File: src/rtl/sand_fetch.sv
// sand_fetch: Avalon-MM pipelined read master that streams one frame of words, in address order.
// Optional build macro SAND_FETCH_EOL_EN adds the pix_eol row marker and its column counter.
module sand_fetch #(
  parameter int ADDR_W      = 24,
  parameter int DATA_W      = 16,
  parameter int FRAME_WORDS = 76800,
  parameter int MAX_PEND    = 8,
  parameter int ROW_WORDS   = 320
) (
  input  logic              clock,
  input  logic              reset,
  input  logic              start,
  input  logic [ADDR_W-1:0] base_addr,
  output logic              busy,
  output logic              done,
  output logic [ADDR_W-1:0] mem_address,
  output logic              mem_read,
  input  logic              mem_waitrequest,
  input  logic              mem_readdatavalid,
  input  logic [DATA_W-1:0] mem_readdata,
  output logic [DATA_W-1:0] pix_data,
  output logic              pix_valid,
  input  logic              pix_ready,
  output logic              pix_last
`ifdef SAND_FETCH_EOL_EN
  ,
  output logic              pix_eol
`endif
);

  localparam int CW = $clog2(FRAME_WORDS + 1);
  localparam int PW = $clog2(MAX_PEND + 1);
  localparam int AW = $clog2(MAX_PEND);
  localparam logic [CW-1:0] LAST_IDX = CW'(FRAME_WORDS - 1);
  localparam logic [PW:0]   PEND_MAX = (PW + 1)'(MAX_PEND);
  localparam logic [PW-1:0] FIFO_FULL = PW'(MAX_PEND);

  if (MAX_PEND < 2 || (MAX_PEND & (MAX_PEND - 1)) != 0 || FRAME_WORDS < 1 || ROW_WORDS < 1)
  begin : g_bad_params
    $error("sand_fetch: illegal parameter set");
  end

  typedef enum logic [1:0] {S_IDLE, S_FETCH, S_DRAIN} state_t;
  state_t state;

  logic [ADDR_W-1:0] base_q;
  logic [CW-1:0]     issued, popped, issued_n;
  logic [PW-1:0]     inflight, count, inflight_n, count_n;
  logic [AW-1:0]     wr_ptr, rd_ptr;
  logic [DATA_W-1:0] fifo_mem [MAX_PEND];
  logic              accept, push, pop, credit_ok, full;

  // Handshakes: a read transfers on mem_read & !mem_waitrequest (request held stable while stalled);
  // a stream word transfers on pix_valid & pix_ready, and the stream outputs hold while not accepted.
  always_comb begin
    accept     = mem_read && !mem_waitrequest;
    push       = mem_readdatavalid && (state != S_IDLE);
    pop        = pix_valid && pix_ready;
    full       = (count == FIFO_FULL);
    issued_n   = issued + CW'(accept);
    inflight_n = inflight + PW'(accept) - PW'(push);
    count_n    = count + PW'(push) - PW'(pop);
    credit_ok  = ({1'b0, inflight_n} + {1'b0, count_n}) < PEND_MAX;
  end

  assign pix_valid = (count != '0);
  assign pix_data  = fifo_mem[rd_ptr];
  assign pix_last  = pix_valid && (popped == LAST_IDX);

  always_ff @(posedge clock) begin
    if (push) fifo_mem[wr_ptr] <= mem_readdata;
  end

  always_ff @(posedge clock) begin
    if (reset) begin
      state       <= S_IDLE;
      busy        <= 1'b0;
      done        <= 1'b0;
      mem_read    <= 1'b0;
      mem_address <= '0;
      base_q      <= '0;
      issued      <= '0;
      popped      <= '0;
      inflight    <= '0;
      count       <= '0;
      wr_ptr      <= '0;
      rd_ptr      <= '0;
    end else begin
      done     <= 1'b0;
      inflight <= inflight_n;
      count    <= count_n;
      if (done) busy <= 1'b0;
      if (push) wr_ptr <= wr_ptr + 1'b1;
      if (pop) begin
        rd_ptr <= rd_ptr + 1'b1;
        popped <= popped + 1'b1;
      end
      case (state)
        S_IDLE: begin
          if (start) begin
            state       <= S_FETCH;
            busy        <= 1'b1;
            base_q      <= base_addr;
            issued      <= '0;
            popped      <= '0;
            mem_read    <= 1'b1;
            mem_address <= base_addr;
          end
        end
        S_FETCH: begin
          if (accept) begin
            issued <= issued_n;
            if (issued == LAST_IDX) begin
              state    <= S_DRAIN;
              mem_read <= 1'b0;
            end else begin
              // Next-state occupancy already counts this accept, so a new request never overcommits.
              mem_read    <= credit_ok;
              mem_address <= base_q + ADDR_W'(issued_n);
            end
          end else if (!mem_read) begin
            mem_read <= credit_ok;
          end
        end
        S_DRAIN: begin
          if (pop && (popped == LAST_IDX)) begin
            state <= S_IDLE;
            done  <= 1'b1;
          end
        end
        default: state <= S_IDLE;
      endcase
    end
  end

`ifdef SAND_FETCH_EOL_EN
  localparam int COLW = (ROW_WORDS > 1) ? $clog2(ROW_WORDS) : 1;
  localparam logic [COLW-1:0] ROW_LAST = COLW'(ROW_WORDS - 1);
  logic [COLW-1:0] col;

  always_ff @(posedge clock) begin
    if (reset || (state == S_IDLE && start)) col <= '0;
    else if (pop) col <= (col == ROW_LAST) ? '0 : col + 1'b1;
  end

  assign pix_eol = pix_valid && (col == ROW_LAST);
`endif

  a_no_overflow: assert property (@(posedge clock) disable iff (reset) !(push && full && !pop));

endmodule

File: config.mk
export PLATFORM = sky130hd
export DESIGN_NAME = sand_fetch
export DESIGN_NICKNAME = d
export VERILOG_FILES = /design/src/rtl/sand_fetch.sv
export SDC_FILE = /design/constraint.sdc
export NUM_CORES = 1
export LEC_CHECK = 0
export ABC_CLOCK_PERIOD_IN_PS = 9500
export BUFFER_PORTS_ARGS = -buffer_cell sky130_fd_sc_hd__buf_2
export CELL_PAD_IN_SITES_DETAIL_PLACEMENT = 1
export CELL_PAD_IN_SITES_GLOBAL_PLACEMENT = 1
export CORE_MARGIN = 2
export CORE_UTILIZATION = 52
export DETAILED_ROUTE_END_ITERATION = 10
export PLACE_DENSITY_LB_ADDON = 0.1
export SYNTH_ARGS = -nofsm -noshare
export SYNTH_HDL_FRONTEND = slang
export SYNTH_SLANG_ARGS = --single-unit
export TNS_END_PERCENT = 50
File: constraint.sdc
create_clock -name clock -period 9.5 [get_ports clock]
set_input_delay 0.95 -clock clock [delete_from_list [all_inputs] [get_ports clock]]
set_output_delay 0.95 -clock clock [all_outputs]
set_load 0.005 [all_outputs]
[After elaboration in Yosys (flattened, before gate mapping)]
Memory sizes are Yosys's and may differ from the RTL's. A register that Yosys moved wholly into a read port is not among the register bits.
Index checks and enable logic that the tools add are counted.
Operators by class
  order comparisons: 1
  $add $sub $neg: 10
  muxes and demuxes: 28
  reductions and logical operators: 16
  bitwise operators: 1
  eq/ne operators: 9
Operators by type and width (number)
  17-bit 2-to-1 mux: 5
  24-bit 2-to-1 mux: 3
  24-bit case mux with 2 select lines: 1
  17-bit == test (second input constant): 2
  17-bit case mux with 2 select lines: 1
  24-bit by 17-bit adder with 24-bit output: 1
  17-bit by 1-bit adder with 17-bit output: 1
  17-bit by 1-bit adder with 17-bit output (second input constant): 1
  1-bit 2-to-1 mux: 10
  2-bit inequality test (second input constant): 5
  4-bit by 1-bit adder with 4-bit output: 2
  2-bit 2-to-1 mux: 4
  4-bit AND reduction: 2
  4-bit by 1-bit subtractor with 4-bit output: 2
  3-bit by 1-bit adder with 3-bit output (second input constant): 2
  3-bit 2-to-1 mux: 2
  2-bit case mux with 3 select lines: 1
  4-bit by 4-bit adder with 5-bit output: 1
  1-bit logical AND: 5
  5-bit by 4-bit less-than comparator with 1-bit output (second input constant): 1
  2-bit AND reduction: 2
  2-bit nonzero test: 2
  4-bit nonzero test: 1
  3-bit AND reduction: 1
  7 further kinds: 7
Storage, ports and cells
  memory bits (writable): 128
  input port bits: 46
  word-level logic and storage cells: 78
  bits in registers: 101
  output and inout port bits: 45
  memories kept: 1
Memories
  fifo_mem: depth 8, width 16, read ports 1, clocked after memory_dff 1, wr ports 1, RTL line 50  | logic [DATA_W-1:0] fifo_mem [MAX_PEND];

[Longest topological paths before layout]
Gate-level depths: netlist of the first run.
  word-level depth: 9
  mapped depth: 17
  gate-level depth less buffers: 16

[Least setup slack after synthesis of the first run]
OpenSTA, ideal clock, no wires.
  kind: input to register
  start point: input mem_waitrequest
  end point: register mem_address[23]
  setup slack: 5376 ps
  stages on the path: 16
  buffers on the path: 1
  data required time: 9424 ps
  library setup time: 76 ps
  arrival time: 4048 ps
  path through: nor2b_1 ha_1 ha_1 and3_1 nand2_1 nor3_1 and3_1 xor2_1 ha_1 clkbuf_1 a21oi_1 or2_2 nand2_1 a21oi_1 or4_1 o22ai_1
On the way
  word-level cells in the longest chain between the ends: 7
  elaborated cells between the ends (all ways): 9
  classes of those cells: add/sub: 2; eq/ne: 1; mux: 3; reduce/logical: 3
Ends and longest elaborated chain
  start, declared: RTL line 18  | input logic mem_waitrequest,
  1-bit zero test *: RTL line 56  | accept = mem_read && !mem_waitrequest;
  1-bit logical AND *: RTL line 56
  17-bit by 1-bit adder with 17-bit output: RTL line 60  | issued_n = issued + CW'(accept);
  24-bit by 17-bit adder with 24-bit output: RTL line 119  | mem_address <= base_q + ADDR_W'(issued_n);
  24-bit 2-to-1 mux: RTL line 113  | if (issued == LAST_IDX) begin
  24-bit 2-to-1 mux: RTL line 111  | if (accept) begin
  24-bit case mux with 2 select lines: RTL line 98  | case (state)
  end signal, assigned: RTL line 107  | mem_address <= base_addr;
  end signal, assigned: RTL line 119
  end, declared: RTL line 16  | output logic [ADDR_W-1:0] mem_address,
Every way passes the cells marked *; elsewhere a longest branch is shown, timed or not. The select of a mux whose other input is x is not followed.
A chain may end at the register's enable or synchronous reset.

[Worst setup path in the final report of the first run]
Ends and elaborated chain as after synthesis.

==> flow_summary.html, run 1 <==
<table>
<tr><th>Metric</th><th>Value</th></tr>
<tr><th colspan="2">Timing</th></tr>
<tr><td>Worst slew margin relative to its limit</td><td>37.4%</td></tr>
<tr><td>Layout Skew</td><td>0.0115 ns</td></tr>
<tr><td>Final number of hold-violating endpoints</td><td>0</td></tr>
<tr><td>Maximum clock rate</td><td>0.234 GHz</td></tr>
<tr><td>Shortest period the worst path allows</td><td>4.27 ns</td></tr>
<tr><td>Slew Viols, Final</td><td>0</td></tr>
<tr><td>Final-report setup violation count</td><td>0</td></tr>
<tr><td>RSZ-0062 raised after global routing</td><td>no</td></tr>
<tr><td>Post-route setup TNS</td><td>0 ns</td></tr>
<tr><td>Worst Max-Slew Pin Slew</td><td>0.935 ns</td></tr>
<tr><td>Final critical-path share of the clock period</td><td>44.9%</td></tr>
<tr><th colspan="2">Run status</th></tr>
<tr><td>Result of the run</td><td>finished, final reports clean</td></tr>
<tr><th colspan="2">Synthesis</th></tr>
<tr><td>Synthesized netlist net count</td><td>1022</td></tr>
<tr><td>Top FF cell, synth</td><td>sky130_fd_sc_hd__edfxtp_1</td></tr>
<tr><td>Register area share after synthesis</td><td>55.7%</td></tr>
<tr><td>Synth area leader</td><td>sky130_fd_sc_hd__edfxtp_1</td></tr>
<tr><td>Most area-consuming cells after synthesis</td><td>sky130_fd_sc_hd__edfxtp_1 (36%), sky130_fd_sc_hd__dfxtp_1 (20%), sky130_fd_sc_hd__mux4_2 (6.8%)</td></tr>
<tr><td>Number of synthesized flops with an enable pin</td><td>128</td></tr>
<tr><td>Synthesized area</td><td>10600 µm²</td></tr>
<tr><td>Synth Warn #</td><td>0</td></tr>
<tr><td>Synthesized area divided by synthesized cell count</td><td>11.3 µm²</td></tr>
<tr><td>Post-synthesis sequential element count</td><td>232</td></tr>
<tr><td>Share of async-settable or async-resettable flops after synthesis</td><td>0%</td></tr>
<tr><td>Top cell type's share of synthesized area</td><td>36.1%</td></tr>
<tr><td>Synthesized netlist cell count</td><td>939</td></tr>
<tr><td>Number of distinct library cells after synthesis</td><td>58</td></tr>
<tr><th colspan="2">Die</th></tr>
<tr><td>Area of the core region</td><td>20200 µm²</td></tr>
<tr><td>Effective utilization at floorplan</td><td>52.8%</td></tr>
<tr><td>Ports</td><td>91</td></tr>
<tr><td>Die Height</td><td>147 µm</td></tr>
<tr><td>Number of cell rows</td><td>52</td></tr>
<tr><td>Full die area</td><td>21600 µm²</td></tr>
<tr><td>Horizontal die dimension</td><td>147 µm</td></tr>
<tr><th colspan="2">Worst setup path</th></tr>
<tr><td>Critical Path Sink Type</td><td>register</td></tr>
<tr><td>Worst Setup Start Kind</td><td>input pin</td></tr>
<tr><td>Endpoint of the worst-slack reg-to-reg timing path</td><td>mem_address[23]</td></tr>
<tr><td>Buffering stage count on the worst path with inverters included</td><td>1</td></tr>
<tr><td>Worst-path cell with the longest stage delay</td><td>sky130_fd_sc_hd__or4_1</td></tr>
<tr><td>CP Depth</td><td>17</td></tr>
<tr><td>Largest stage delay on the critical path</td><td>0.41 ns</td></tr>
<tr><td>Crit path max-delay family</td><td>simple AND/OR/NAND/NOR gates</td></tr>
<tr><td>Class of the most critical setup path</td><td>in2reg</td></tr>
<tr><td>Slack of the worst reg-to-reg path</td><td>5.34 ns</td></tr>
<tr><td>Worst Setup SP</td><td>mem_waitrequest</td></tr>
<tr><td>Crit path cell chain</td><td>buf_2 &gt; nor2b_1 &gt; ha_1 &gt; ha_1 &gt; and3_1 &gt; nand2_1 &gt; nor3_1 &gt; and3_1 &gt; xor2_1 &gt; ha_1 &gt; a21oi_1 &gt; or2_2 &gt; o21ai_0 &gt; nand3_1 &gt; o21ai_0 &gt; or4_1 &gt; o22ai_1</td></tr>
<tr><td>Biggest fanout along the worst timing path</td><td>10</td></tr>
<tr><td>WP data required</td><td>9.96 ns</td></tr>
<tr><td>CP Data Arrival Time</td><td>4.72 ns</td></tr>
<tr><td>Critical path endpoint</td><td>mem_address[23]</td></tr>
<tr><td>Cell occurring most often along the worst timing path</td><td>sky130_fd_sc_hd__ha_1</td></tr>
<tr><td>Worst r2r src</td><td>mem_read</td></tr>
<tr><td>Length in cells of the worst reg-to-reg path</td><td>16</td></tr>
<tr><th colspan="2">Finish</th></tr>
<tr><td>Fill cell total of the finished layout</td><td>2141</td></tr>
<tr><td>Commonest cells after routing, fill and taps aside</td><td>sky130_fd_sc_hd__edfxtp_1 (128), sky130_fd_sc_hd__nand2_1 (127), sky130_fd_sc_hd__dfxtp_1 (102)</td></tr>
<tr><td>Area of all placed cells without fillers</td><td>12200 µm²</td></tr>
<tr><td>Core Util, Final</td><td>60.7%</td></tr>
<tr><td>N_diodes</td><td>0</td></tr>
<tr><td>Final net count</td><td>1103</td></tr>
<tr><td>FF+latch area</td><td>5930 µm²</td></tr>
<tr><td>Ratio of cells with drive above 1 in the final layout</td><td>20.3%</td></tr>
<tr><td>Most frequent standard cell in the layout excluding fill and tap cells</td><td>sky130_fd_sc_hd__edfxtp_1</td></tr>
<tr><td>Area Growth Syn to Fin</td><td>15.1%</td></tr>
<tr><td>Area of combinational cells with multiple inputs</td><td>4480 µm²</td></tr>
<tr><th colspan="2">Clock network</th></tr>
<tr><td>Maximum count of clock buffers along a single path</td><td>3</td></tr>
<tr><td>Number of buffers inserted to repair setup after CTS</td><td>0</td></tr>
<tr><td>PostCTS Resize Cnt</td><td>0</td></tr>
<tr><td>Clock tree from TritonCTS</td><td>built</td></tr>
<tr><td>Worst-skew pair later-pin latency</td><td>0.54 ns</td></tr>
<tr><td>Clock Sinks</td><td>232</td></tr>
<tr><td>CTS H-Tree Depth</td><td>1</td></tr>
<tr><td>Buffer cell driving the clock tree root</td><td>sky130_fd_sc_hd__clkbuf_16</td></tr>
<tr><td>Cts bufs inserted</td><td>26</td></tr>
<tr><td>Cts-stage hold buffer count</td><td>0</td></tr>
<tr><td>Clock transition at the register clock pins on the worst setup and hold paths after CTS</td><td>0.06 ns</td></tr>
<tr><th colspan="2">Drt</th></tr>
<tr><td>Number of violations reported at the end of detailed-routing iteration 0</td><td>426</td></tr>
<tr><td>Via-per-instance ratio</td><td>5.87</td></tr>
<tr><td>Remaining antenna violation count</td><td>0</td></tr>
<tr><td>DR pass1 iterations</td><td>5</td></tr>
<tr><td>Drc violations</td><td>0</td></tr>
<tr><td>Wire per inst</td><td>22.2 µm</td></tr>
<tr><td>Vias after detailed routing</td><td>7690</td></tr>
<tr><td>Total length of routed wires</td><td>29100 µm</td></tr>
<tr><th colspan="2">Placed design</th></tr>
<tr><td>Number of buffer cells added on primary ports</td><td>90</td></tr>
<tr><td>Post-Place Cell Area</td><td>11400 µm²</td></tr>
<tr><td>Detailed Place HPWL</td><td>18500 µm</td></tr>
<tr><td>Global placer's final weighted congestion</td><td>0.823</td></tr>
<tr><th colspan="2">Global route</th></tr>
<tr><td>Number of global-route vias before repair</td><td>8228</td></tr>
<tr><td>Pin count of the biggest net entering global routing</td><td>50</td></tr>
<tr><td>Wire length of the first global-routing pass</td><td>46200 µm</td></tr>
<tr><td>Total Routing Usage GR</td><td>27.4%</td></tr>
<tr><td>Number of antenna violations at the first check in global routing</td><td>0</td></tr>
<tr><td>Global route total overflow</td><td>0</td></tr>
<tr><th colspan="2">Worst hold path</th></tr>
<tr><td>Hold path depth</td><td>2</td></tr>
<tr><td>Hold_sp</td><td>base_q[2]</td></tr>
<tr><td>Hold WC Path Type</td><td>reg2reg</td></tr>
<tr><th colspan="2">Power</th></tr>
<tr><td>Sum of internal, switching and leakage power</td><td>2700 µW</td></tr>
<tr><td>Power Density</td><td>220 nW/µm²</td></tr>
<tr><td>Lkg Pwr</td><td>0.00457 µW</td></tr>
<tr><td>Worst supply voltage drop on vdd</td><td>0.156 mV</td></tr>
<tr><th colspan="2">Flow run</th></tr>
<tr><td>Max_cap viols</td><td>0</td></tr>
</table>
## cell type report
cell class	instances	share of cell area (%)
inverter	13	0.398
multi-input combinational	642	36.6
sequential	232	48.4
clock inverter	13	1.28
tap	270	2.76
clock buffer	35	6.01
timing repair buffer	105	4.60
## cell families after synthesis
family | synth area share (%)
AND/OR/NAND/NOR | 14.1
flip-flops | 55.7
AO/OA/AOI/OAI | 10.2
buffers and inverters | 2.39
XOR/XNOR | 4.28
multiplexers | 8.84
adder cells (fa/ha/maj) | 4.56
## state kept, by name, summed over array words and instances (netlist names), named ones only
signal / count
done: 1
rd_ptr: 3
popped: 17
wr_ptr: 3
mem_address: 24
busy: 1
count: 4
state: 2
issued: 17
fifo_mem: 128
inflight: 4
mem_read: 1
base_q: 24
## worst min-delay path by stage
stage            endpoint  slack (ns)
2_1_floorplan  base_q[22]        0.44
3_3_place_gp   base_q[15]        0.45
3_5_place_dp    base_q[8]        0.45
4_1_cts         base_q[8]        0.46
5_1_grt         base_q[2]        0.49
6_report        base_q[2]        0.46
## through the flow
| step | setup slack (ns) | instances | hold slack (ns) |
|---|---|---|---|
| 2_1_floorplan | 5.38 | 939 | 0.436 |
| 3_3_place_gp | 4.91 | 1262 | 0.447 |
| 3_5_place_dp | 4.70 | 1262 | 0.454 |
| 4_1_cts | 5.25 | 1310 | 0.464 |
| 5_1_grt | 4.83 | 1310 | 0.493 |
| 6_report | 5.23 | 1310 | 0.463 |
## synth_stat cells (11+ instances only)
| master | count |
|---|---|
| sky130_fd_sc_hd__nand4_1 | 16 |
| sky130_fd_sc_hd__o21ai_0 | 28 |
| sky130_fd_sc_hd__inv_1 | 13 |
| sky130_fd_sc_hd__mux2_2 | 16 |
| sky130_fd_sc_hd__and3_1 | 11 |
| sky130_fd_sc_hd__a21oi_1 | 67 |
| sky130_fd_sc_hd__ha_1 | 34 |
| sky130_fd_sc_hd__edfxtp_1 | 128 |
| sky130_fd_sc_hd__nor2_1 | 93 |
| sky130_fd_sc_hd__nor3_1 | 22 |
| sky130_fd_sc_hd__clkbuf_1 | 39 |
| sky130_fd_sc_hd__a21o_1 | 11 |
| sky130_fd_sc_hd__nor2b_1 | 12 |
| sky130_fd_sc_hd__xnor2_1 | 24 |
| sky130_fd_sc_hd__a22oi_1 | 15 |
| sky130_fd_sc_hd__a211oi_1 | 13 |
| sky130_fd_sc_hd__nand2_1 | 127 |
| sky130_fd_sc_hd__mux4_2 | 32 |
| sky130_fd_sc_hd__xor2_1 | 28 |
| sky130_fd_sc_hd__nand3_1 | 21 |
| sky130_fd_sc_hd__dfxtp_1 | 104 |
## power breakdown
part           switching [µW]  internal (µW)
Sequential               40.9           1100
Combinational             264            249
Clock                     416            626
Total                     720           1980
## tightest hold or removal path, cell delays in order, from the launching register on
cell and delay, ns:
sky130_fd_sc_hd__dfxtp_1 0.31, sky130_fd_sc_hd__nand2_1 0.05, sky130_fd_sc_hd__a21oi_1 0.05
## layer usage
metal  routed length [µm]  GRT usage (%)
met5                    0              0
met4                  775           8.51
met3                 1080           3.98
met2                14900           48.4
met1                12300           35.1
(Power assumes the default switching activity.)
==> inputs of run 2 (changes only) <==
ABC_CLOCK_PERIOD_IN_PS = 4400   (was 9500)
CORE_UTILIZATION = 48   (was 52)
clock period = 4.4 ns   (was 9.5 ns; I/O delays follow)
==> run 2 against run 1 <==
Effect of this change: non-clock buffer count rose by 5; critical path depth is 1 lower; total power rose by 110%; clock skew is 0.0049 ns higher; combinational power increased by 100%; die area is 8.1% higher; worst hold slack lost 0.30 ns; cell area shrank 0.31%; critical path type is now reg2reg; highest routed layer unchanged.
==> flow_summary.html, run 2 (synthesis gave the netlist of run 1 again) <==
<table>
<tr><th>Metric</th><th>Value</th></tr>
<tr><th colspan="2">Power</th></tr>
<tr><td>Part of the total power dissipated in combinational logic</td><td>18.6% (was 19.0%)</td></tr>
<tr><td>Sum of internal, switching and leakage power</td><td>5590 µW (was 2700 µW)</td></tr>
<tr><td>Proportion of power drawn by flip-flops and latches</td><td>44.5% (was 42.4%)</td></tr>
<tr><td>P_int</td><td>4150 µW (was 1980 µW)</td></tr>
<tr><td>Worst supply voltage drop on vdd</td><td>0.273 mV (was 0.156 mV)</td></tr>
<tr><td>Net switching power</td><td>1440 µW (was 720 µW)</td></tr>
<tr><td>Lkg Pwr</td><td>0.00453 µW (was 0.00457 µW)</td></tr>
<tr><td>Fraction of power spent switching nets</td><td>25.8% (was 26.7%)</td></tr>
<tr><td>Share of power burned in the clock network</td><td>36.9% (was 38.6%)</td></tr>
<tr><td>Power Density</td><td>458 nW/µm² (was 220 nW/µm²)</td></tr>
<tr><th colspan="2">Die</th></tr>
<tr><td>Full die area</td><td>23400 µm² (was 21600 µm²)</td></tr>
<tr><td>Number of cell rows</td><td>54 (was 52)</td></tr>
<tr><td>Area of the core region</td><td>21800 µm² (was 20200 µm²)</td></tr>
<tr><td>Die Height</td><td>153 µm (was 147 µm)</td></tr>
<tr><td>Horizontal die dimension</td><td>153 µm (was 147 µm)</td></tr>
<tr><td>Ports</td><td>91 (unchanged)</td></tr>
<tr><td>Effective utilization at floorplan</td><td>48.8% (was 52.8%)</td></tr>
<tr><th colspan="2">Finish</th></tr>
<tr><td>Largest registers</td><td>fifo_mem: 128 flops, base_q: 24 flops, mem_address: 24 flops (unchanged)</td></tr>
<tr><td>Most frequent standard cell in the layout excluding fill and tap cells</td><td>sky130_fd_sc_hd__edfxtp_1 (unchanged)</td></tr>
<tr><td>Fill cell total of the finished layout</td><td>2316 (was 2141)</td></tr>
<tr><td>Final net count</td><td>1106 (was 1103)</td></tr>
<tr><td>Filler-free cell count of the finished design</td><td>1322 (was 1310)</td></tr>
<tr><td>Area of all placed cells without fillers</td><td>12200 µm² (about the same)</td></tr>
<tr><td>Ratio of cells with drive above 1 in the final layout</td><td>20.2% (was 20.3%)</td></tr>
<tr><td>Commonest cells after routing, fill and taps aside</td><td>sky130_fd_sc_hd__edfxtp_1 (128), sky130_fd_sc_hd__nand2_1 (127), sky130_fd_sc_hd__dfxtp_1 (103) (was sky130_fd_sc_hd__edfxtp_1 (128), sky130_fd_sc_hd__nand2_1 (127), sky130_fd_sc_hd__dfxtp_1 (102))</td></tr>
<tr><td>Max reg flops</td><td>128 (unchanged)</td></tr>
<tr><td>Area Growth Syn to Fin</td><td>14.7% (was 15.1%)</td></tr>
<tr><td>Register with the most flip-flops</td><td>fifo_mem (unchanged)</td></tr>
<tr><th colspan="2">Global route</th></tr>
<tr><td>Wire length of the first global-routing pass</td><td>42000 µm (was 46200 µm)</td></tr>
<tr><td>Number of global-route vias before repair</td><td>7784 (was 8228)</td></tr>
<tr><td>Pin count of the biggest net entering global routing</td><td>58 (was 50)</td></tr>
<tr><td>Global route total overflow</td><td>0 (unchanged)</td></tr>
<tr><td>Total Routing Usage GR</td><td>22.3% (was 27.4%)</td></tr>
<tr><td>Number of antenna violations at the first check in global routing</td><td>1 (was 0)</td></tr>
<tr><th colspan="2">Timing</th></tr>
<tr><td>Slew Viols, Final</td><td>0 (unchanged)</td></tr>
<tr><td>Shortest period the worst path allows</td><td>3.98 ns</td></tr>
<tr><td>Layout Skew</td><td>0.0164 ns (was 0.0115 ns)</td></tr>
<tr><td>RSZ-0062 raised after global routing</td><td>no (unchanged)</td></tr>
<tr><td>Final critical-path share of the clock period</td><td>90.5%</td></tr>
<tr><td>Minimum setup slack in the final design</td><td>0.417 ns (was 5.23 ns)</td></tr>
<tr><td>Post-route setup TNS</td><td>0 ns (unchanged)</td></tr>
<tr><td>Final-report setup violation count</td><td>0 (unchanged)</td></tr>
<tr><td>Final number of hold-violating endpoints</td><td>0 (unchanged)</td></tr>
<tr><td>Worst Max-Slew Pin Slew</td><td>0.917 ns (was 0.935 ns)</td></tr>
<tr><td>Maximum clock rate</td><td>0.251 GHz</td></tr>
<tr><td>Worst slew margin relative to its limit</td><td>38.8% (was 37.4%)</td></tr>
<tr><th colspan="2">Worst setup path</th></tr>
<tr><td>CP Data Arrival Time</td><td>4.42 ns (was 4.72 ns)</td></tr>
<tr><td>Length in cells of the worst reg-to-reg path</td><td>16 (unchanged)</td></tr>
<tr><td>Cell occurring most often along the worst timing path</td><td>sky130_fd_sc_hd__ha_1 (unchanged)</td></tr>
<tr><td>Crit path max-delay family</td><td>simple AND/OR/NAND/NOR gates (unchanged)</td></tr>
<tr><td>Crit path cell chain</td><td>nor2b_1 &gt; ha_1 &gt; ha_1 &gt; and3_1 &gt; nand2_1 &gt; nor3_1 &gt; and3_1 &gt; xor2_1 &gt; ha_1 &gt; a21oi_1 &gt; or2_2 &gt; o21ai_0 &gt; nand3_1 &gt; o21ai_0 &gt; or4_1 &gt; o22ai_1 (was buf_2 &gt; nor2b_1 &gt; ha_1 &gt; ha_1 &gt; and3_1 &gt; nand2_1 &gt; nor3_1 &gt; and3_1 &gt; xor2_1 &gt; ha_1 &gt; a21oi_1 &gt; or2_2 &gt; o21ai_0 &gt; nand3_1 &gt; o21ai_0 &gt; or4_1 &gt; o22ai_1)</td></tr>
<tr><td>Slack of the worst reg-to-reg path</td><td>0.42 ns (was 5.34 ns)</td></tr>
<tr><td>Buffering stage count on the worst path with inverters included</td><td>0 (was 1)</td></tr>
<tr><td>Worst r2r src</td><td>mem_read (unchanged)</td></tr>
<tr><td>Biggest fanout along the worst timing path</td><td>10 (unchanged)</td></tr>
<tr><td>Largest stage delay on the critical path</td><td>0.43 ns (was 0.41 ns)</td></tr>
<tr><td>Critical Path Sink Type</td><td>register (unchanged)</td></tr>
<tr><td>WP data required</td><td>4.83 ns (was 9.96 ns)</td></tr>
<tr><td>Worst-path cell with the longest stage delay</td><td>sky130_fd_sc_hd__or4_1 (unchanged)</td></tr>
<tr><td>Endpoint of the worst-slack reg-to-reg timing path</td><td>mem_address[23] (unchanged)</td></tr>
<tr><td>Class of the most critical setup path</td><td>reg2reg (was in2reg)</td></tr>
<tr><td>Worst Setup Start Kind</td><td>register (was input pin)</td></tr>
<tr><th colspan="2">Clock network</th></tr>
<tr><td>Clock Sinks</td><td>232 (unchanged)</td></tr>
<tr><td>Buffer cell driving the clock tree root</td><td>sky130_fd_sc_hd__clkbuf_16 (unchanged)</td></tr>
<tr><td>Clock transition at the register clock pins on the worst setup and hold paths after CTS</td><td>0.07 ns (was 0.06 ns)</td></tr>
<tr><td>Clock tree from TritonCTS</td><td>built (unchanged)</td></tr>
<tr><td>Cts bufs inserted</td><td>24 (was 26)</td></tr>
<tr><td>Number of buffers inserted to repair setup after CTS</td><td>0 (unchanged)</td></tr>
<tr><td>Worst-skew pair later-pin latency</td><td>0.52 ns (was 0.54 ns)</td></tr>
<tr><td>Cts-stage hold buffer count</td><td>0 (unchanged)</td></tr>
<tr><td>PostCTS Resize Cnt</td><td>0 (unchanged)</td></tr>
<tr><td>Maximum count of clock buffers along a single path</td><td>3 (unchanged)</td></tr>
<tr><td>CTS H-Tree Depth</td><td>1 (unchanged)</td></tr>
<tr><th colspan="2">Drt</th></tr>
<tr><td>DR pass1 iterations</td><td>4 (was 5)</td></tr>
<tr><td>Number of violations reported at the end of detailed-routing iteration 0</td><td>380 (was 426)</td></tr>
<tr><td>Remaining antenna violation count</td><td>0 (unchanged)</td></tr>
<tr><td>Wire per inst</td><td>19.8 µm (was 22.2 µm)</td></tr>
<tr><td>Via-per-instance ratio</td><td>5.60 (was 5.87)</td></tr>
<tr><td>Drc violations</td><td>0 (unchanged)</td></tr>
<tr><td>Total length of routed wires</td><td>26100 µm (was 29100 µm)</td></tr>
<tr><td>Vias after detailed routing</td><td>7399 (was 7690)</td></tr>
<tr><th colspan="2">Placed design</th></tr>
<tr><td>Post-Place Cell Area</td><td>11400 µm² (about the same)</td></tr>
<tr><td>Worst slack after detailed placement</td><td>0.391 ns (was 4.70 ns)</td></tr>
<tr><td>Global placer's final weighted congestion</td><td>0.813 (was 0.823)</td></tr>
<tr><td>Number of buffer cells added on primary ports</td><td>90 (unchanged)</td></tr>
<tr><td>Detailed Place HPWL</td><td>17600 µm (was 18500 µm)</td></tr>
<tr><td>Instance count after placement with tap cells included</td><td>1277 (was 1262)</td></tr>
<tr><th colspan="2">Worst hold path</th></tr>
<tr><td>Worst Hold Path EP</td><td>base_q[7] (was base_q[2])</td></tr>
<tr><td>Hold path depth</td><td>3 (was 2)</td></tr>
<tr><td>Hold_sp</td><td>base_addr[7] (was base_q[2])</td></tr>
<tr><td>Hold WC Path Type</td><td>in2reg (was reg2reg)</td></tr>
<tr><th colspan="2">Run status</th></tr>
<tr><td>Result of the run</td><td>finished, final reports clean (unchanged)</td></tr>
<tr><th colspan="2">Flow run</th></tr>
<tr><td>Max_cap viols</td><td>0 (unchanged)</td></tr>
</table>
[run 2: cell count changes in the layout (fill, tap and decap cells not counted), sizes merged]
cell	previous run	this run
clkinvlp	0	4
clkbuf	35	32
diode	0	1
buf	105	110
clkinv	10	5
[run 2: worst reg2reg max path: cells and delay by family (launching register included)]
| family | cells | cell delay, ns |
|---|---|---|
| compound gates | 4 | 0.65 |
| fa+ha+maj | 3 | 0.79 |
| flops | 1 | 0.38 |
| xor+xnor | 1 | 0.19 |
| simple gates | 8 | 1.90 |
[run 2: power by group through the flow]
stage | registers (µW) | logic (µW) | clock network [µW]
2_1_floorplan | 2470 | 782 | 0
3_3_place_gp | 2540 | 1020 | 0
3_5_place_dp | 2540 | 1050 | 0
4_1_cts | 2490 | 1060 | 2110
5_1_grt | 2510 | 1170 | 2180
6_report | 2490 | 1040 | 2060
[run 2: cell type report]
class	count	area, µm²	area share [%]
antenna	1	2.50	0.0205
clock buffer	32	662	5.42
clock inverter	12	141	1.16
inverter	13	48.8	0.400
multi-input combinational	642	4480	36.7
sequential	232	5930	48.5
tap	280	350	2.87
timing repair buffer	110	601	4.92
[run 2: worst max-delay path by stage]
stage                            endpoint       startpoint  cells past startpoint
after floorplan           mem_address[23]  mem_waitrequest                     16
after global placement    mem_address[21]  mem_waitrequest                     16
after detailed placement  mem_address[23]  mem_waitrequest                     17
after CTS                 mem_address[23]         mem_read                     16
after global routing      mem_address[23]         mem_read                     16
final                     mem_address[23]         mem_read                     16
[run 2: layer usage]
layer | GRT usage, % | wire [µm]
met2 | 38.8 | 12800
met4 | 5.60 | 413
met3 | 2.69 | 820
met1 | 29.9 | 12100
met5 | 0 | 0
[run 2: through the flow]
stage	hold slack (ns)	util, %
final	0.165	56.0
after floorplan	0.436	-
after global placement	0.440	52.3
after detailed placement	0.447	52.3
after CTS	0.145	55.9
after global routing	0.174	56.0
==> inputs of run 3 (changes only) <==
--- a/constraint.sdc
+++ b/constraint.sdc
@@ -3,2 +3,2 @@
 set_output_delay 0.44 -clock clock [all_outputs]
-set_load 0.005 [all_outputs]
+set_load 0.05 [all_outputs]
==> run 3 against run 2 <==
Effect of this change: cell count barely moved; highest routed layer unchanged; global-route usage is 0.12 points higher; total power is 5.9% higher; clock power about the same; combinational power rose by 30%; core utilization up 0.057 points; flip-flop and latch count is the same; register-to-register slack improved by 0.08 ns; clock skew decreased by 0.00064 ns; critical path type unchanged; cell area grew 0.10%.
==> flow_summary.html, run 3 (synthesis gave the netlist of run 1 again) <==
<table>
<tr><th>Metric</th><th>Value</th></tr>
<tr><th colspan="2">Worst setup path</th></tr>
<tr><td>Worst Setup Start Kind</td><td>register (unchanged)</td></tr>
<tr><td>Class of the most critical setup path</td><td>reg2reg (unchanged)</td></tr>
<tr><td>Critical Path Sink Type</td><td>register (unchanged)</td></tr>
<tr><td>WP data required</td><td>4.85 ns (was 4.83 ns)</td></tr>
<tr><td>Biggest fanout along the worst timing path</td><td>10 (unchanged)</td></tr>
<tr><td>Worst-path cell with the longest stage delay</td><td>sky130_fd_sc_hd__or4_1 (unchanged)</td></tr>
<tr><td>Crit path max-delay family</td><td>simple AND/OR/NAND/NOR gates (unchanged)</td></tr>
<tr><td>CP Data Arrival Time</td><td>4.35 ns (was 4.42 ns)</td></tr>
<tr><td>Largest stage delay on the critical path</td><td>0.40 ns (was 0.43 ns)</td></tr>
<tr><td>Cell occurring most often along the worst timing path</td><td>sky130_fd_sc_hd__ha_1 (unchanged)</td></tr>
<tr><td>Crit path cell chain</td><td>nor2b_1 &gt; ha_1 &gt; ha_1 &gt; and3_1 &gt; nand2_1 &gt; nor3_1 &gt; and3_1 &gt; xor2_1 &gt; ha_1 &gt; a21oi_1 &gt; or2_2 &gt; o21ai_0 &gt; nand3_1 &gt; o21ai_0 &gt; or4_1 &gt; o22ai_1 (unchanged)</td></tr>
<tr><td>Buffering stage count on the worst path with inverters included</td><td>0 (unchanged)</td></tr>
<tr><th colspan="2">Finish</th></tr>
<tr><td>Final net count</td><td>1107 (was 1106)</td></tr>
<tr><td>Area of combinational cells with multiple inputs</td><td>4480 µm² (unchanged)</td></tr>
<tr><td>Area Growth Syn to Fin</td><td>14.8% (was 14.7%)</td></tr>
<tr><td>Commonest cells after routing, fill and taps aside</td><td>sky130_fd_sc_hd__edfxtp_1 (128), sky130_fd_sc_hd__nand2_1 (127), sky130_fd_sc_hd__dfxtp_1 (103) (unchanged)</td></tr>
<tr><td>Register with the most flip-flops</td><td>fifo_mem (unchanged)</td></tr>
<tr><td>Ratio of cells with drive above 1 in the final layout</td><td>20.3% (was 20.2%)</td></tr>
<tr><td>Largest registers</td><td>fifo_mem: 128 flops, base_q: 24 flops, mem_address: 24 flops (unchanged)</td></tr>
<tr><td>Fill cell total of the finished layout</td><td>2328 (was 2316)</td></tr>
<tr><td>Most frequent standard cell in the layout excluding fill and tap cells</td><td>sky130_fd_sc_hd__edfxtp_1 (unchanged)</td></tr>
<tr><td>FF+latch area</td><td>5930 µm² (unchanged)</td></tr>
<tr><td>Max reg flops</td><td>128 (unchanged)</td></tr>
<tr><th colspan="2">Die</th></tr>
<tr><td>Horizontal die dimension</td><td>153 µm (unchanged)</td></tr>
<tr><td>Full die area</td><td>23400 µm² (unchanged)</td></tr>
<tr><td>Area of the core region</td><td>21800 µm² (unchanged)</td></tr>
<tr><td>Die Height</td><td>153 µm (unchanged)</td></tr>
<tr><td>Effective utilization at floorplan</td><td>48.8% (unchanged)</td></tr>
<tr><td>Ports</td><td>91 (unchanged)</td></tr>
<tr><td>Number of cell rows</td><td>54 (unchanged)</td></tr>
<tr><th colspan="2">Placed design</th></tr>
<tr><td>Worst slack after detailed placement</td><td>0.404 ns (was 0.391 ns)</td></tr>
<tr><td>Detailed Place HPWL</td><td>17500 µm (was 17600 µm)</td></tr>
<tr><td>Global placer's final weighted congestion</td><td>0.811 (was 0.813)</td></tr>
<tr><td>Number of buffer cells added on primary ports</td><td>90 (unchanged)</td></tr>
<tr><th colspan="2">Timing</th></tr>
<tr><td>Shortest period the worst path allows</td><td>3.90 ns (was 3.98 ns)</td></tr>
<tr><td>RSZ-0062 raised after global routing</td><td>no (unchanged)</td></tr>
<tr><td>Final-report setup violation count</td><td>0 (unchanged)</td></tr>
<tr><td>Layout Skew</td><td>0.0157 ns (was 0.0164 ns)</td></tr>
<tr><td>Maximum clock rate</td><td>0.256 GHz (was 0.251 GHz)</td></tr>
<tr><td>Slew Viols, Final</td><td>0 (unchanged)</td></tr>
<tr><td>Final number of hold-violating endpoints</td><td>0 (unchanged)</td></tr>
<tr><td>Worst slew margin relative to its limit</td><td>36.8% (was 38.8%)</td></tr>
<tr><td>Post-route setup TNS</td><td>0 ns (unchanged)</td></tr>
<tr><td>Final critical-path share of the clock period</td><td>88.6% (was 90.5%)</td></tr>
<tr><td>Minimum setup slack in the final design</td><td>0.500 ns (was 0.417 ns)</td></tr>
<tr><td>Worst Max-Slew Pin Slew</td><td>0.947 ns (was 0.917 ns)</td></tr>
<tr><th colspan="2">Clock network</th></tr>
<tr><td>Cts-stage hold buffer count</td><td>0 (unchanged)</td></tr>
<tr><td>Number of buffers inserted to repair setup after CTS</td><td>0 (unchanged)</td></tr>
<tr><td>Cts bufs inserted</td><td>25 (was 24)</td></tr>
<tr><td>Maximum count of clock buffers along a single path</td><td>3 (unchanged)</td></tr>
<tr><td>Clock transition at the register clock pins on the worst setup and hold paths after CTS</td><td>0.06 ns (was 0.07 ns)</td></tr>
<tr><td>Buffer cell driving the clock tree root</td><td>sky130_fd_sc_hd__clkbuf_16 (unchanged)</td></tr>
<tr><td>Clock tree from TritonCTS</td><td>built (unchanged)</td></tr>
<tr><td>Clock Sinks</td><td>232 (unchanged)</td></tr>
<tr><td>PostCTS Resize Cnt</td><td>0 (unchanged)</td></tr>
<tr><td>CTS H-Tree Depth</td><td>1 (unchanged)</td></tr>
<tr><td>Worst-skew pair later-pin latency</td><td>0.53 ns (was 0.52 ns)</td></tr>
<tr><th colspan="2">Worst hold path</th></tr>
<tr><td>Hold WC Path Type</td><td>in2reg (unchanged)</td></tr>
<tr><th colspan="2">Power</th></tr>
<tr><td>Power Density</td><td>485 nW/µm² (was 458 nW/µm²)</td></tr>
<tr><td>Fraction of power spent switching nets</td><td>30.1% (was 25.8%)</td></tr>
<tr><td>P_int</td><td>4140 µW (was 4150 µW)</td></tr>
<tr><td>Worst supply voltage drop on vdd</td><td>0.252 mV (was 0.273 mV)</td></tr>
<tr><td>Share of power burned in the clock network</td><td>35.1% (was 36.9%)</td></tr>
<tr><td>Part of the total power dissipated in combinational logic</td><td>22.9% (was 18.6%)</td></tr>
<tr><td>Sum of internal, switching and leakage power</td><td>5930 µW (was 5590 µW)</td></tr>
<tr><td>Proportion of power drawn by flip-flops and latches</td><td>42.1% (was 44.5%)</td></tr>
<tr><td>Lkg Pwr</td><td>0.00454 µW (was 0.00453 µW)</td></tr>
<tr><td>Net switching power</td><td>1780 µW (was 1440 µW)</td></tr>
<tr><th colspan="2">Drt</th></tr>
<tr><td>Vias after detailed routing</td><td>7439 (was 7399)</td></tr>
<tr><td>Drc violations</td><td>0 (unchanged)</td></tr>
<tr><td>Via-per-instance ratio</td><td>5.62 (was 5.60)</td></tr>
<tr><td>Number of violations reported at the end of detailed-routing iteration 0</td><td>338 (was 380)</td></tr>
<tr><td>DR pass1 iterations</td><td>4 (unchanged)</td></tr>
<tr><td>Wire per inst</td><td>19.6 µm (was 19.8 µm)</td></tr>
<tr><td>Remaining antenna violation count</td><td>0 (unchanged)</td></tr>
<tr><td>Total length of routed wires</td><td>26000 µm (was 26100 µm)</td></tr>
<tr><th colspan="2">Global route</th></tr>
<tr><td>Pin count of the biggest net entering global routing</td><td>55 (was 58)</td></tr>
<tr><td>Global route total overflow</td><td>0 (unchanged)</td></tr>
<tr><td>Number of antenna violations at the first check in global routing</td><td>1 (unchanged)</td></tr>
<tr><td>Number of global-route vias before repair</td><td>7748 (was 7784)</td></tr>
<tr><td>Wire length of the first global-routing pass</td><td>42100 µm (was 42000 µm)</td></tr>
<tr><td>Total Routing Usage GR</td><td>22.4% (was 22.3%)</td></tr>
<tr><th colspan="2">Flow run</th></tr>
<tr><td>Max_cap viols</td><td>0 (unchanged)</td></tr>
<tr><th colspan="2">Run status</th></tr>
<tr><td>Result of the run</td><td>finished, final reports clean (unchanged)</td></tr>
</table>
-- run 3: cell count changes in the layout (fill, tap and decap cells not counted), sizes merged --
| cell | before | now |
|---|---|---|
| inv | 13 | 14 |
| clkbuf | 32 | 34 |
| clkinvlp | 4 | 3 |
| bufinv | 3 | 2 |
-- run 3: metrics by stage --
stage | instances | cell area (µm²) | util [%] | hold WS (ns)
final | 1323 | 12200 | 56.0 | 0.156
after detailed placement | 1277 | 11400 | 52.3 | 0.442
after global placement | 1277 | 11400 | 52.3 | 0.440
after global routing | 1323 | 12200 | 56.0 | 0.151
after floorplan | 939 | 10600 | - | 0.436
after CTS | 1322 | 12200 | 56.0 | 0.142
-- run 3: worst paths after layout --
check	startpoint	to	slack [ns]	depth (start not counted)
max	mem_read	mem_address[23]	0.50	16
min	base_addr[17]	base_q[17]	0.16	3
max reg2reg	mem_read	mem_address[23]	0.50	16
min reg2reg	mem_address[8]	mem_address[8]	0.45	2
-- run 3: layer usage --
metal	vias up	GRT usage (%)	share of wire (%)
li1	3607	-	-
met1	3675	30.3	45
met2	130	38.5	49
met3	27	2.69	3.8
met4	0	5.91	1.5
met5	-	0	0
-- run 3: cell type report --
cell class,count,area share (%)
antenna,1,0.0205
clock buffer,34,5.64
clock inverter,11,1.03
inverter,13,0.399
multi-input combinational,642,36.6
sequential,232,48.5
tap,280,2.87
timing repair buffer,110,4.91
-- run 3: power groups by stage --
stage / clock [µW] / sequential [µW] / combinational, µW
after global routing: 2200 / 2520 / 1480
final: 2080 / 2490 / 1350
after detailed placement: 0 / 2540 / 1370
after CTS: 2120 / 2500 / 1380
after floorplan: 0 / 2570 / 1010
after global placement: 0 / 2540 / 1340
-- run 3: worst reg2reg max path, cell delays in order (launching register included) --
cell and delay (ns):
sky130_fd_sc_hd__dfxtp_1 0.36, sky130_fd_sc_hd__nor2b_1 0.24, sky130_fd_sc_hd__ha_1 0.19, sky130_fd_sc_hd__ha_1 0.22, sky130_fd_sc_hd__and3_1 0.24, sky130_fd_sc_hd__nand2_1 0.07, sky130_fd_sc_hd__nor3_1 0.37, sky130_fd_sc_hd__and3_1 0.28
sky130_fd_sc_hd__xor2_1 0.18, sky130_fd_sc_hd__ha_1 0.35, sky130_fd_sc_hd__a21oi_1 0.24, sky130_fd_sc_hd__or2_2 0.17, sky130_fd_sc_hd__o21ai_0 0.15, sky130_fd_sc_hd__nand3_1 0.12, sky130_fd_sc_hd__o21ai_0 0.07, sky130_fd_sc_hd__or4_1 0.40
sky130_fd_sc_hd__o22ai_1 0.15
